[config.mk]
export PLATFORM = sky130hd
export DESIGN_NAME = alu_unit_flat
export DESIGN_NICKNAME = d
export VERILOG_FILES = /design/src/rtl/alu_pkg.sv /design/src/rtl/alu_if.sv /design/src/rtl/alu_datapath.sv /design/src/rtl/alu_unit.sv /design/src/flat_wrapper.sv
export SDC_FILE = /design/constraint.sdc
export NUM_CORES = 1
export LEC_CHECK = 0
export CAP_MARGIN = 20
export CORE_ASPECT_RATIO = 2
export CORE_MARGIN = 1.5
export CORE_UTILIZATION = 63
export CTS_CLUSTER_SIZE = 20
export DETAILED_ROUTE_END_ITERATION = 8
export PLACE_DENSITY = 0.9
export SYNTH_ARGS = -nofsm -noshare
export SYNTH_HDL_FRONTEND = slang
export SYNTH_HIERARCHICAL = 1
export SYNTH_SLANG_ARGS = --single-unit
[constraint.sdc]
create_clock -name clock -period 17.3 [get_ports clock]
set_input_delay 4.325 -clock clock [delete_from_list [all_inputs] [get_ports clock]]
set_output_delay 4.325 -clock clock [all_outputs]
set_load 0.02 [all_outputs]
[src/rtl/alu_pkg.sv]
// Shared constants and opcode encoding for the registered ALU.
package alu_pkg;

  localparam int ALU_WIDTH = 8;

  typedef enum logic [3:0] {
    OP_ADD  = 4'h0,
    OP_SUB  = 4'h1,
    OP_MUL  = 4'h2,
    OP_DIV  = 4'h3,
    OP_SHL  = 4'h4,
    OP_SHR  = 4'h5,
    OP_ROL  = 4'h6,
    OP_ROR  = 4'h7,
    OP_AND  = 4'h8,
    OP_OR   = 4'h9,
    OP_XOR  = 4'hA,
    OP_NOR  = 4'hB,
    OP_NAND = 4'hC,
    OP_XNOR = 4'hD,
    OP_GT   = 4'hE,
    OP_EQ   = 4'hF
  } alu_op_e;

endpackage

[src/rtl/alu_if.sv]
// Operand/result bundle between the ALU and whoever drives it.
interface alu_if #(parameter int WIDTH = alu_pkg::ALU_WIDTH);

  logic [WIDTH-1:0] A;
  logic [WIDTH-1:0] B;
  logic [3:0]       ALU_Sel;
  logic [WIDTH-1:0] ALU_Out;
  logic             CarryOut;

  modport master (output A, B, ALU_Sel, input ALU_Out, CarryOut);
  modport slave  (input A, B, ALU_Sel, output ALU_Out, CarryOut);

endinterface

[src/rtl/alu_datapath.sv]
// Combinational opcode decode: next result and next carry/borrow/error flag.
module alu_datapath
  import alu_pkg::*;
#(
  parameter int WIDTH = ALU_WIDTH
) (
  input  logic [WIDTH-1:0] i_a,
  input  logic [WIDTH-1:0] i_b,
  input  alu_op_e          i_op,
  output logic [WIDTH-1:0] o_result,
  output logic             o_carry
);

  logic [WIDTH:0]     w_sum;
  logic [2*WIDTH-1:0] w_prod;

  // Operation decode; every op fully assigns result and flag.
  always_comb begin
    w_sum    = {(WIDTH+1){1'b0}};
    w_prod   = {(2*WIDTH){1'b0}};
    o_result = {WIDTH{1'b0}};
    o_carry  = 1'b0;
    case (i_op)
      OP_ADD: begin
        w_sum    = {1'b0, i_a} + {1'b0, i_b};
        o_result = w_sum[WIDTH-1:0];
        o_carry  = w_sum[WIDTH];
      end
      OP_SUB: begin
        o_result = i_a - i_b;
        o_carry  = (i_a < i_b);
      end
      OP_MUL: begin
        w_prod   = {{WIDTH{1'b0}}, i_a} * {{WIDTH{1'b0}}, i_b};
        o_result = w_prod[WIDTH-1:0];
        o_carry  = |w_prod[2*WIDTH-1:WIDTH];
      end
      OP_DIV: begin
        // Divide by zero saturates and raises the flag as an error indicator.
        if (i_b == {WIDTH{1'b0}}) begin
          o_result = {WIDTH{1'b1}};
          o_carry  = 1'b1;
        end else begin
          o_result = i_a / i_b;
          o_carry  = 1'b0;
        end
      end
      OP_SHL: begin
        o_result = {i_a[WIDTH-2:0], 1'b0};
        o_carry  = i_a[WIDTH-1];
      end
      OP_SHR: begin
        o_result = {1'b0, i_a[WIDTH-1:1]};
        o_carry  = i_a[0];
      end
      OP_ROL:  o_result = {i_a[WIDTH-2:0], i_a[WIDTH-1]};
      OP_ROR:  o_result = {i_a[0], i_a[WIDTH-1:1]};
      OP_AND:  o_result = i_a & i_b;
      OP_OR:   o_result = i_a | i_b;
      OP_XOR:  o_result = i_a ^ i_b;
      OP_NOR:  o_result = ~(i_a | i_b);
      OP_NAND: o_result = ~(i_a & i_b);
      OP_XNOR: o_result = ~(i_a ^ i_b);
      OP_GT:   o_result = {{(WIDTH-1){1'b0}}, (i_a > i_b)};
      OP_EQ:   o_result = {{(WIDTH-1){1'b0}}, (i_a == i_b)};
      default: begin
        o_result = {WIDTH{1'b0}};
        o_carry  = 1'b0;
      end
    endcase
  end

endmodule

[src/rtl/alu_unit.sv]
// Registered ALU: one-cycle latency, synchronous active-low reset, no enable.
module alu_unit
  import alu_pkg::*;
#(
  parameter int WIDTH = ALU_WIDTH
) (
  input  logic  clock,
  input  logic  reset,
  alu_if.slave  bus
);

  logic [WIDTH-1:0] w_result;
  logic             w_carry;
  alu_op_e          w_op;
  logic [WIDTH-1:0] r_out;
  logic             r_carry;

  assign w_op = alu_op_e'(bus.ALU_Sel);

  alu_datapath #(.WIDTH(WIDTH)) u_datapath (
    .i_a      (bus.A),
    .i_b      (bus.B),
    .i_op     (w_op),
    .o_result (w_result),
    .o_carry  (w_carry)
  );

  // Output register; reset overrides whatever operation is presented.
  always_ff @(posedge clock) begin
    if (!reset) begin
      r_out   <= {WIDTH{1'b0}};
      r_carry <= 1'b0;
    end else begin
      r_out   <= w_result;
      r_carry <= w_carry;
    end
  end

  assign bus.ALU_Out  = r_out;
  assign bus.CarryOut = r_carry;

endmodule

[src/flat_wrapper.sv]
// flat-port wrapper written by rule: the top's interface ports become plain ports
module alu_unit_flat import alu_pkg::*;
#(
  parameter int WIDTH = ALU_WIDTH
)
  (clock, reset, bus_A, bus_B, bus_ALU_Sel, bus_ALU_Out, bus_CarryOut);
  alu_if #(.WIDTH(WIDTH)) bus_i ();
  input  logic clock;
  input  logic reset;
  input wire logic [$bits(bus_i.A)-1:0] bus_A;
  input wire logic [$bits(bus_i.B)-1:0] bus_B;
  input wire logic [$bits(bus_i.ALU_Sel)-1:0] bus_ALU_Sel;
  output wire logic [$bits(bus_i.ALU_Out)-1:0] bus_ALU_Out;
  output wire logic [$bits(bus_i.CarryOut)-1:0] bus_CarryOut;
  assign bus_i.A = bus_A;
  assign bus_i.B = bus_B;
  assign bus_i.ALU_Sel = bus_ALU_Sel;
  assign bus_ALU_Out = bus_i.ALU_Out;
  assign bus_CarryOut = bus_i.CarryOut;
  alu_unit #(.WIDTH(WIDTH)) u_core (.clock(clock), .reset(reset), .bus(bus_i));
endmodule
==> impl_summary.log <==
[metrics] result of the run: complete, no violations
[metrics] DIE WIDTH: 68.79 um
[metrics] Hold Vio Cnt, Final: 0
[metrics] max-capacitance violation count: 0
[metrics] critical path endpoint: u_core/bus.ALU_Out[0]$_SDFF_PN0_
[metrics] Detailed Route Iter0 Violations: 662
[metrics] pin count of the biggest net entering global routing: 46
[metrics] power consumption: 0.4091 mW
[metrics] core area: 8351 um2
[metrics] Static Leak: 2.813 nW
[metrics] remaining design rule violation count: 0
[metrics] share of the yosys chip area belonging to registers: 0.03304
[metrics] Relative slew margins: 0.2515
[metrics] library cell with the highest instance count after synthesis: ha_1
[metrics] die outline height: roughly 130 um
[metrics] cell type with the largest total area after synthesis: ha_1
[metrics] endpoint type of the worst setup path: flip-flop
[metrics] post-synthesis average cell area: 7.703 um2
[metrics] total power per unit cell area: ~69 nW/um2
[metrics] total detailed-routing wirelength: 19560 um
[metrics] Longest Clk Path Bufs: 2
[metrics] critical path start-end classification: input port to flip-flop
[metrics] Synth-to-Final Area Change: 9.131%
[metrics] warning count from the yosys run: 6
[metrics] die area: slightly above 9000 um2
[metrics] launching element of the worst setup path: bus_B[0]
[metrics] setup fix buffers added after clock tree synthesis: 0
[metrics] clock tree from TritonCTS: built
[metrics] max incr delay on CP: ~0.69 ns
[metrics] detailed placer's ending HPWL: 15080 um
[metrics] ranking of synthesized cells by area: ha_1, fa_1, nor2_1, inv_1, a21oi_1
[metrics] number of synthesized flops with an enable pin: 0
[metrics] switching share of power: 0.5301
[metrics] total via count after detailed routing: 5775
[metrics] drt pass-1 iters: 9
[metrics] net switching power: 0.2168 mW
[metrics] most frequent CP cell: ha_1
[metrics] portion of total power attributed to combinational logic: 0.843
[metrics] Seq pwr share: 0.057
[metrics] nets@finish: 891
[metrics] Netlist cell types: 77
[metrics] synthesized netlist cell count: 708
[metrics] I/O pin count: 31
[metrics] fraction of final layout cells with drive strength greater than 1: 0.05335
[metrics] leftover overflow at the end of global routing: 0
[metrics] number of antenna violations at the first check in global routing: 0
[metrics] proportion of synthesized flip-flops having asynchronous set or reset: 0
[metrics] number of global-route vias before repair: 5820
[metrics] global placer's final weighted congestion: ~1.1
[metrics] number of placement rows: 47
[metrics] netlist area before placement: 5454 um2
[metrics] number of pins exceeding their max-slew limit in the final report: 0
[metrics] kind of launch point of the worst setup path: input port
[metrics] Wirelength per Cell: 23.60 um
[metrics] number of H-tree levels: 1
[metrics] primary flip-flop cell chosen by synthesis mapping: dfxtp_1
[metrics] area fraction of the dominant cell type after synthesis: 0.2271
[metrics] unrepaired setup endpoints after global routing: no
[metrics] number of filler instances in the final layout: 662
[metrics] Total Negative Setup Slacks: 0 ns
[metrics] hold buffers post-CTS: 0
[metrics] nets in the synthesized netlist: 867
[metrics] wire length of the first global-routing pass: around 30000 um
[metrics] number of I/O port buffers: 30
[metrics] design internal power: a little under 0.2 mW
[metrics] required time at the worst-slack endpoint: around 17 ns
[metrics] Via-to-Cell Ratio: 6.966
[metrics] arrival time at the worst endpoint: 16.47 ns
[metrics] ANT cells: 0
[metrics] Final Cycle Share: 0.9446
[metrics] hold crit path type: input port to flip-flop
[metrics] post-layout min period: 16.34 ns
[metrics] #FFs+latches synth: 9
[metrics] cell chosen for the clock root: clkbuf_16
[metrics] share of power burned in the clock network: 0.099
[metrics] Gates resized, CTS repair: 0
[metrics] clock buffers created by TritonCTS: 3
[metrics] clock-pin slew on the worst setup and hold paths: 0.04 ns
[metrics] slowest stage cell, crit path: o31ai_1
[metrics] ranking of synthesized cells by instance count: ha_1, nor2_1, inv_1, nand2_1, fa_1
[metrics] Sinks on Clock Net: 9
[metrics] starting utilization of the core area: 0.6531
[metrics] combined global-route utilization of all metal layers: 0.4386
[metrics] maximum fanout count along the critical path: 11
[metrics] transition time at the pin with the least slew margin: 1.115 ns
[metrics] final count of negative-setup-slack endpoints: 0
[metrics] achievable frequency: 61.20 MHz
[metrics] post-route antenna net violation count: 0
[metrics] VDD IR-drop max: 0.00008047 V
==> critical path, delay by kind of cell <==
kind | cells | cell delay (ns)
compound gates | 27 | 5.90
fa+ha+maj | 8 | 2.36
buf+inv | 5 | 1.03
mux | 2 | 0.60
simple gates | 9 | 2.23
==> layout by cell type (no fill, tap or decap), types with 4 or more instances in the layout <==
master | netlist | final
nand2_1 | 46 | 46
o21ai_0 | 31 | 31
a21o_1 | 8 | 8
ha_1 | 99 | 99
mux2i_1 | 12 | 12
o221ai_1 | 4 | 4
dfxtp_1 | 9 | 9
inv_1 | 77 | 77
a22oi_1 | 9 | 9
a211oi_1 | 8 | 8
o21ai_1 | 4 | 4
xnor2_1 | 18 | 18
a31oi_1 | 8 | 7
o21a_1 | 12 | 12
nor2_1 | 81 | 81
nor2b_1 | 10 | 10
nand3_1 | 14 | 14
xor2_1 | 10 | 10
clkinv_1 | 5 | 5
a211o_1 | 4 | 4
o31ai_1 | 5 | 5
nand2b_1 | 12 | 12
o32ai_1 | 4 | 4
mux2_2 | 6 | 6
a32oi_1 | 4 | 4
a21oi_1 | 36 | 36
o211ai_1 | 9 | 9
buf_4 | 1 | 12
or4_1 | 4 | 4
clkdlybuf4s50_1 | 0 | 30
fa_1 | 38 | 38
nor3_1 | 18 | 18
o22ai_1 | 5 | 5
and2_1 | 11 | 11
==> metrics by stage <==
stage          worst slack, ns  area, um2  hold slack (ns)  instances  utilization
2_1_floorplan            2.838       5454            4.447        708            -
3_3_place_gp             1.244       5854            5.113        824       0.7011
5_1_grt                 0.2111       5952            4.921        829       0.7128
6_report                0.9591       5952            4.881        829       0.7128
3_5_place_dp            0.7563       5854            5.111        824       0.7011
4_1_cts                 0.9682       5933            4.873        828       0.7105
==> power by group through the flow <==
stage	Combinational (mW)	Clock [mW]	Sequential (mW)
4_1_cts	0.330	0.0407	0.0235
2_1_floorplan	0.240	0	0.0265
3_3_place_gp	0.313	0	0.0238
3_5_place_dp	0.328	0	0.0238
5_1_grt	0.379	0.0417	0.0237
6_report	0.345	0.0406	0.0235
==> final cells by class <==
cell class | instances | area, um2 | share of cell area
Sequential cell | 9 | 180.2 | 0.03027
Multi-Input combinational cell | 592 | 4856 | 0.8159
Tap cell | 98 | 122.6 | 0.02060
Clock buffer | 4 | 78.83 | 0.01324
Inverter | 83 | 311.5 | 0.05234
Timing Repair Buffer | 43 | 402.9 | 0.06769
==> registers in the layout, indices dropped and copies added (netlist names) <==
signal	count
u_core/bus.ALU_Out	8
u_core/bus.CarryOut	1
==> layer usage <==
layer / part of all wire / track usage / routed length, um / vias to the layer above
met1: 0.32 / 0.4424 / 6277 / 2656
met2: 0.47 / 0.6928 / 9177 / 387
met3: 0.10 / 0.1558 / 2011 / 170
met5: 0 / 0.02500 / 0 / -
li1: - / - / - / 2562
met4: 0.11 / 0.3540 / 2094 / 0
==> logic make-up (layout without fill, tap and decap cells) <==
logic type	Yosys count	after routing	share of synthesized area
XOR/XNOR	28	28	0.04496
buffers and inverters	107	130	0.07777
multiplexers	21	21	0.04267
flip-flops	9	9	0.03303
adder cells (fa/ha/maj)	137	137	0.3666
AO/OA/AOI/OAI	191	191	0.2450
AND/OR/NAND/NOR	215	215	0.1900
==> worst min path at each step <==
stage                     start                          endpoint  cells after the start
final                     reset  u_core/bus.ALU_Out[3]$_SDFF_PN0_                      2
after global routing      reset  u_core/bus.ALU_Out[1]$_SDFF_PN0_                      2
after CTS                 reset  u_core/bus.ALU_Out[3]$_SDFF_PN0_                      2
after detailed placement  reset    u_core/bus.CarryOut$_SDFF_PN0_                      2
after global placement    reset  u_core/bus.ALU_Out[7]$_SDFF_PN0_                      2
after floorplan           reset  u_core/bus.ALU_Out[0]$_SDFF_PN0_                      1
No activity file was read; power rests on OpenSTA's default activity.
